File: src/rtl/mix_columns_ctrl.sv
// rtl/mix_columns_ctrl.sv - AES (Inv)MixColumns engine, one column per cycle
// Optional macro: MIX_COLUMNS_DEC_EN enables the InvMixColumns path (dec input).
module mix_columns_ctrl (
    input  logic         clk,
    input  logic         rst,
    input  logic         in_valid,
    output logic         in_ready,
    input  logic [127:0] state_in,
    input  logic         dec,
    output logic         out_valid,
    input  logic         out_ready,
    output logic [127:0] state_out,
    output logic         busy
);

    typedef enum logic [1:0] {
        IDLE = 2'd0,
        BUSY = 2'd1,
        DONE = 2'd2
    } state_t;

    state_t       state_q;
    state_t       state_d;
    logic [1:0]   col_q;
    logic [127:0] work_q;
    logic [127:0] work_d;
    logic [31:0]  col_in;
    logic [31:0]  col_out;

    function automatic logic [7:0] xtime(input logic [7:0] x);
        return {x[6:0], 1'b0} ^ (x[7] ? 8'h1b : 8'h00);
    endfunction

    function automatic logic [31:0] mix_enc(input logic [31:0] c);
        logic [7:0] a0, a1, a2, a3;
        a0 = c[31:24];
        a1 = c[23:16];
        a2 = c[15:8];
        a3 = c[7:0];
        return {xtime(a0) ^ xtime(a1) ^ a1 ^ a2 ^ a3,
                a0 ^ xtime(a1) ^ xtime(a2) ^ a2 ^ a3,
                a0 ^ a1 ^ xtime(a2) ^ xtime(a3) ^ a3,
                xtime(a0) ^ a0 ^ a1 ^ a2 ^ xtime(a3)};
    endfunction

`ifdef MIX_COLUMNS_DEC_EN
    logic dec_q;

    // Multiplies by 09, 0B, 0D, 0E built from the x2/x4/x8 xtime chain.
    function automatic logic [31:0] mix_dec(input logic [31:0] c);
        logic [7:0] a [4];
        logic [7:0] m9 [4];
        logic [7:0] mb [4];
        logic [7:0] md [4];
        logic [7:0] me [4];
        logic [7:0] x2, x4, x8;
        a[0] = c[31:24];
        a[1] = c[23:16];
        a[2] = c[15:8];
        a[3] = c[7:0];
        for (int i = 0; i < 4; i++) begin
            x2    = xtime(a[i]);
            x4    = xtime(x2);
            x8    = xtime(x4);
            m9[i] = x8 ^ a[i];
            mb[i] = x8 ^ x2 ^ a[i];
            md[i] = x8 ^ x4 ^ a[i];
            me[i] = x8 ^ x4 ^ x2;
        end
        return {me[0] ^ mb[1] ^ md[2] ^ m9[3],
                m9[0] ^ me[1] ^ mb[2] ^ md[3],
                md[0] ^ m9[1] ^ me[2] ^ mb[3],
                mb[0] ^ md[1] ^ m9[2] ^ me[3]};
    endfunction

    assign col_out = dec_q ? mix_dec(col_in) : mix_enc(col_in);
`else
    logic unused_dec;

    assign unused_dec = dec;
    assign col_out    = mix_enc(col_in);
`endif

    always_comb begin
        col_in = 32'h0;
        work_d = work_q;
        case (col_q)
            2'd0: col_in = work_q[127:96];
            2'd1: col_in = work_q[95:64];
            2'd2: col_in = work_q[63:32];
            2'd3: col_in = work_q[31:0];
            default: col_in = 32'h0;
        endcase
        case (col_q)
            2'd0: work_d[127:96] = col_out;
            2'd1: work_d[95:64]  = col_out;
            2'd2: work_d[63:32]  = col_out;
            2'd3: work_d[31:0]   = col_out;
            default: work_d = work_q;
        endcase
    end

    always_ff @(posedge clk) begin
        if (rst) begin
            state_q <= IDLE;
        end else begin
            state_q <= state_d;
        end
    end

    always_comb begin
        state_d   = state_q;
        in_ready  = 1'b0;
        out_valid = 1'b0;
        busy      = 1'b0;
        case (state_q)
            IDLE: begin
                in_ready = 1'b1;
                if (in_valid) begin
                    state_d = BUSY;
                end
            end
            BUSY: begin
                busy = 1'b1;
                if (col_q == 2'd3) begin
                    state_d = DONE;
                end
            end
            DONE: begin
                out_valid = 1'b1;
                if (out_ready) begin
                    state_d = IDLE;
                end
            end
            default: state_d = IDLE;
        endcase
    end

    always_ff @(posedge clk) begin
        if (rst) begin
            col_q  <= 2'd0;
            work_q <= 128'h0;
`ifdef MIX_COLUMNS_DEC_EN
            dec_q  <= 1'b0;
`endif
        end else if (state_q == IDLE && in_valid) begin
            col_q  <= 2'd0;
            work_q <= state_in;
`ifdef MIX_COLUMNS_DEC_EN
            dec_q  <= dec;
`endif
        end else if (state_q == BUSY) begin
            col_q  <= col_q + 2'd1;
            work_q <= work_d;
        end
    end

    assign state_out = out_valid ? work_q : 128'h0;

endmodule

File: config.mk
export PLATFORM = sky130hd
export DESIGN_NAME = mix_columns_ctrl
export DESIGN_NICKNAME = d
export VERILOG_FILES = /design/src/rtl/mix_columns_ctrl.sv
export SDC_FILE = /design/constraint.sdc
export NUM_CORES = 1
export LEC_CHECK = 0
export ABC_AREA = 1
export BUFFER_PORTS_ARGS = -buffer_cell sky130_fd_sc_hd__buf_2
export CORE_MARGIN = 8
export CORE_UTILIZATION = 25
export CTS_BUF_LIST = sky130_fd_sc_hd__clkbuf_2 sky130_fd_sc_hd__clkbuf_4 sky130_fd_sc_hd__clkbuf_8
export DETAILED_ROUTE_END_ITERATION = 12
export SYNTH_ARGS = -nofsm -noshare
export SYNTH_HDL_FRONTEND = slang
export SYNTH_SLANG_ARGS = --single-unit
File: constraint.sdc
create_clock -name clk -period 2.7 [get_ports clk]
set_clock_uncertainty 0.05 [all_clocks]
set_input_delay 0.54 -clock clk [delete_from_list [all_inputs] [get_ports clk]]
set_output_delay 0.54 -clock clk [all_outputs]
set_load 0.005 [all_outputs]
==> results of run 1 <==
critical path: stages, from the launching register on:
cell,delay [ns]
dfxtp_1,0.39
ha_1,0.30
inv_4,0.20
o21ai_1,0.37
nor2_1,0.07
nor2_1,0.31
nand2_1,0.10
nand2_1,0.12
nand2_1,0.09
nand3_1,0.09
nand3_2,0.19
a21oi_1,0.19
synthesized netlist by cell type:
cell type  instances
a211oi_1           1
a21o_1             1
a21oi_1          132
a21oi_2            3
buf_1              3
buf_2             17
buf_4              3
buf_6             10
clkbuf_1          55
dfxtp_1          132
ha_1               5
inv_1            284
inv_2              7
inv_4              1
nand2_1          676
nand2_2            4
nand2b_1           1
nand3_1           68
nand3_2            8
nand3b_1           2
nand4_1           14
nor2_1           202
nor2_2            16
nor2_4             1
nor3_1             1
o21ai_0          129
o21ai_1           32
o21ai_2            4
o21bai_1           9
o21bai_2           8
o21bai_4           2
o22ai_1            3
o22ai_2            3
or2_2              1
xnor2_1            3
xor2_1             4
layout make-up:
class	count	area (sq um)	share of cell area
Clock buffer	19	255	0.0200
Inverter	292	1100	0.0862
Multi-Input combinational cell	1333	6000	0.470
Clock inverter	12	205	0.0161
Tap cell	525	657	0.0514
Timing Repair Buffer	324	1910	0.150
Sequential cell	132	2640	0.207
state kept, by name, indices dropped and copies added (netlist names):
| register | flops |
|---|---|
| work_q | 128 |
| col_q | 2 |
| state_q | 2 |
metal layers:
metal,vias to the layer above,part of all wire,track usage,wire length [um]
li1,6157,-,-,-
met1,5660,0.44,0.220,19200
met2,305,0.50,0.320,21900
met3,48,0.044,0.0274,1920
met4,0,0.022,0.0561,986
met5,-,0,0,0
logic make-up after synthesis:
logic type | after synthesis | share of synthesized area
buf+inv | 380 | 0.153
fa+ha+maj | 5 | 0.00621
flops | 132 | 0.262
xor+xnor | 7 | 0.00609
compound gates | 327 | 0.178
simple gates | 994 | 0.395
power by group through the flow:
stage,registers [W],clock network [W],logic [W]
5_1_grt,0.00249,0.00213,0.00444
3_5_place_dp,0.00249,0,0.00394
6_report,0.00246,0.00201,0.00400
2_1_floorplan,0.00242,0,0.00253
4_1_cts,0.00245,0.00206,0.00395
3_3_place_gp,0.00249,0,0.00390
through the flow:
stage | utilization | setup WS [ns]
6_report | 0.321 | 0.156
5_1_grt | 0.321 | -0.0605
4_1_cts | 0.319 | 0.0705
3_5_place_dp | 0.308 | 0.0991
3_3_place_gp | 0.308 | 0.134
2_1_floorplan | - | 0.721
path summary, 6_finish.rpt:
check,start,endpoint,slack (ns),depth (start not counted)
worst max register to register,col_q[1],work_q[61],0.16,11
worst min-delay path,out_ready,state_q[1],0.29,3
worst min register to register,col_q[1],col_q[1],0.47,2
worst max-delay path,col_q[1],work_q[61],0.16,11
==> results.yml, run 1 <==
die:
  die_w_um: 217
  die_area_sq_um: 47000
  coreArea_sq_um: 39700
  fp.dieH_um: 217
  pin_count: 264
  num_rows: 73
  start_util: 0.253
clocking:
  cts_root_buf: "clkbuf_8"
  post_cts_buffers: 0
  cts.sinks: 132
  cts_tree: "built"
  cts_hold_buf: 0
  insertion_delay_ns: 0.48
  max-clock-path-buffers: 2
  cts_buffers: 17
  cts.htree.levels: 4
  clk_pin_slew_ns: 0.08
  post_cts_resized: 0
final_layout:
  fillers: 4560
  antenna-diode-count: 0
  stdcell_count: 2637
  final_area_sq_um: 12800
  area_delta_synth_final_pct: 26.8
  drive_gt1_frac: 0.207
  nNetsFinal: 2238
  final_common_cell: "nand2_1"
  final_cell_mix: "nand2_1, inv_1, buf_2, nor2_1, dfxtp_1"
synthesis:
  syn_area_per_cell_sq_um: 5.46
  synth_warnings: 0
  synth_area_sq_um: 10100
  syn_inst: 1845
  syn_nets: 1983
  ys_ff_latch: 132
  yosys.cell_types.count: 36
  synth_area_leaders: "dfxtp_1, nand2_1, inv_1"
  yosysTopAreaCell: "dfxtp_1"
  yosysSeqAreaShare: 0.262
  yosysTopAreaCellShare: 0.262
route:
  drc: 0
  first_iter_violations: 767
  dr_total_vias: 12200
  antenna_left: 0
  viasPerCell: 4.62
  first_pass_iters: 5
  wirelength_um: 44100
  routedWlPerCell_um: 16.7
sta:
  rsz0062_at_grt: "true"
  tightestPinTransition_ns: 0.827
  clock.fmax_mhz: 393
  setup_viol: 0
  hold_ws_ns: 0.286
  slew_headroom: 0.446
  hold_viol: 0
  fin_setup_tns_ns: 0
  slew_violations: 0
  fin_crit_ns: 2.54
  finalCritPeriodShare: 0.942
power_and_ir_drop:
  power_frac_seq: 0.290
  switching_power_w: 0.00377
  power_density_nw_per_um2: 662
  peakVddDrop_v: 0.000327
  p_total_w: 0.00846
  leakage_nw: 6.92
  p_int_w: 0.00468
  combinationalPowerShare: 0.472
  clkPwrFrac: 0.237
  swShare: 0.446
placed_design:
  place_inst: 2606
  hpwl_um: 34700
  placed_area_sq_um: 12200
  gp_congestion: 0.951
  io_buffer_count: 262
setup_path:
  required_ns: 3.04
  critical_path_arrival_ns: 2.89
  crit_type: "flip-flop to flip-flop"
  start_kind: "flip-flop"
  crit_fanout: 19
  end_kind: "flip-flop"
min_path:
  min_path_type: "input pin to flip-flop"
global_route:
  grt_pass1_wl_um: 66600
  antenna_found_initial: 0
  grt-ovfl-total: 0
  grt_use_total: 0.180
  grt_max_degree: 131
  grt_pass1_vias: 11900
outcome:
  status: "complete, no violations"
flow_run:
  maxCapViolCount: 0
(Power assumes the default switching activity.)
==> run 2: changes to the inputs <==
Clock period 2.7 ns to 2.6 ns, I/O delays scaled along.
==> results.yml, run 2 (synthesis gave the netlist of run 1 again) <==
outcome:
  status: "complete, no violations"
min_path:
  hold_end: "state_q[1]"
  whs_path_depth: 3
  min_from: "out_ready"
  min_path_type: "input pin to flip-flop"
final_layout:
  final_area_sq_um: 13000
  top_regs: "work_q x128, col_q x2, state_q x2"
  final_common_cell: "nand2_1"
  drive_gt1_frac: 0.222
  nNetsFinal: 2258
  largest_register_ff_count: 128
  top_register: "work_q"
  area_delta_synth_final_pct: 28.9
  final_cell_mix: "nand2_1, inv_1, buf_2, nor2_1, a21oi_1"
  antenna-diode-count: 0
sta:
  hold_ws_ns: 0.277
  slew_headroom: 0.604
  setup_viol: 0
  clock.fmax_mhz: 414
  worst_slack_ns: 0.184
  fin_setup_tns_ns: 0
  finalCritPeriodShare: 0.929
  slew_violations: 0
  tightestPinTransition_ns: 0.594
  hold_viol: 0
  fin_crit_ns: 2.42
setup_path:
  r2r_setup_slack_ns: 0.18
  start_kind: "flip-flop"
  required_ns: 2.95
  crit_type: "flip-flop to flip-flop"
  cp_common_cell: "nand2_1"
  ff2ff_path_depth: 12
  crit_fanout: 9
  cpLargestDelayFamily: "simple AND/OR/NAND/NOR gates"
  r2r_start: "col_q[0]"
  cpMaxStageDelayCell: "dfxtp_2"
  reg2reg_to: "work_q[102]"
  max_stage_delay_ns: 0.38
  end_kind: "flip-flop"
  cp_cell_sequence: "ha_2 -> inv_4 -> buf_12 -> o21ai_1 -> nor2_1 -> nor2_1 -> nand2_1 -> nand2_1 -> nand2_1 -> nand3_1 -> nand3_1 -> a21oi_1"
  cp.buffers_inverters: 2
  cp-startpoint: "col_q[0]"
  critical_path_arrival_ns: 2.77
route:
  dr_total_vias: 12300
  routedWlPerCell_um: 16.8
  first_iter_violations: 866
  wirelength_um: 44500
  viasPerCell: 4.64
  antenna_left: 0
  first_pass_iters: 6
  drc: 0
clocking:
  cts.htree.levels: 4
  insertion_delay_ns: 0.47
  cts_tree: "built"
  cts_buffers: 17
  cts.sinks: 132
  max-clock-path-buffers: 2
  cts_root_buf: "clkbuf_8"
  clk_pin_slew_ns: 0.08
  cts_hold_buf: 0
placed_design:
  gp_congestion: 0.877
  hpwl_um: 35100
  io_buffer_count: 262
  placed_area_sq_um: 12300
  post-place-ws_ns: -0.00170
global_route:
  grt_pass1_wl_um: 67500
  antenna_found_initial: 0
  grt_pass1_vias: 12200
  grt-ovfl-total: 0
  grt_use_total: 0.182
  grt_max_degree: 67
power_and_ir_drop:
  power_density_nw_per_um2: 668
  leakage_nw: 7.02
  peakVddDrop_v: 0.000372
die:
  fp.dieH_um: 217
  die_area_sq_um: 47000
  coreArea_sq_um: 39700
  pin_count: 264
  start_util: 0.253
  die_w_um: 217
  num_rows: 73
flow_run:
  maxCapViolCount: 0
run 2: worst reg2reg max path: stages, from the launching register on:
cell and delay [ns]:
dfxtp_2 0.38, ha_2 0.23, inv_4 0.11, buf_12 0.17, o21ai_1 0.27, nor2_1 0.09
nor2_1 0.21, nand2_1 0.08, nand2_1 0.15, nand2_1 0.09, nand3_1 0.09, nand3_1 0.23
a21oi_1 0.21
run 2: stage by stage:
step | std cells | power, W | util
after global routing | 2657 | 0.00935 | 0.327
after CTS | 2649 | 0.00862 | 0.321
after global placement | 2618 | 0.00665 | 0.310
final | 2657 | 0.00868 | 0.327
after detailed placement | 2618 | 0.00670 | 0.310
after floorplan | 1845 | 0.00514 | -
run 2: cell type report:
cell class              count  area [sq um]
multi-input cells        1334          6070
well taps                 525           657
flip-flops and latches    132          2650
fillers                  4531         26800
clock buffers              19           262
repair buffers            343          2090
inverters                 292          1100
clock inverters            12           156
run 2: layer usage:
layer	part of all wire	global-route usage
met4	0.014	0.0437
met3	0.051	0.0331
met2	0.51	0.328
met5	0	0
met1	0.43	0.220
run 2: how the worst max path moves through the flow:
stage / depth (start not counted) / slack (ns) / to
floorplan: 15 / 0.62 / work_q[115]
global placement: 15 / 0.07 / work_q[91]
detailed placement: 16 / -0.002 / work_q[76]
CTS: 16 / 0.02 / work_q[83]
global route: 16 / -0.003 / work_q[73]
finish: 12 / 0.18 / work_q[102]
run 2: timing repair:
| action | CTS | global route |
|---|---|---|
| endpoints found under the hold margin | 0 | 0 |
| gates cloned | 0 | 2 |
| endpoints found under the setup margin | 6 | 122 |
| gates resized for setup | 3 | 41 |
| buffers inserted | 0 | 6 |
| pin swaps | 0 | 3 |
run 2: report_power, final:
part / leakage, nW / switching (W) / internal, W
registers: 1.10 / 0.000221 / 0.00233
logic: 5.72 / 0.00283 / 0.00142
clock network: 0.200 / 0.000886 / 0.000993
total: 7.02 / 0.00394 / 0.00474
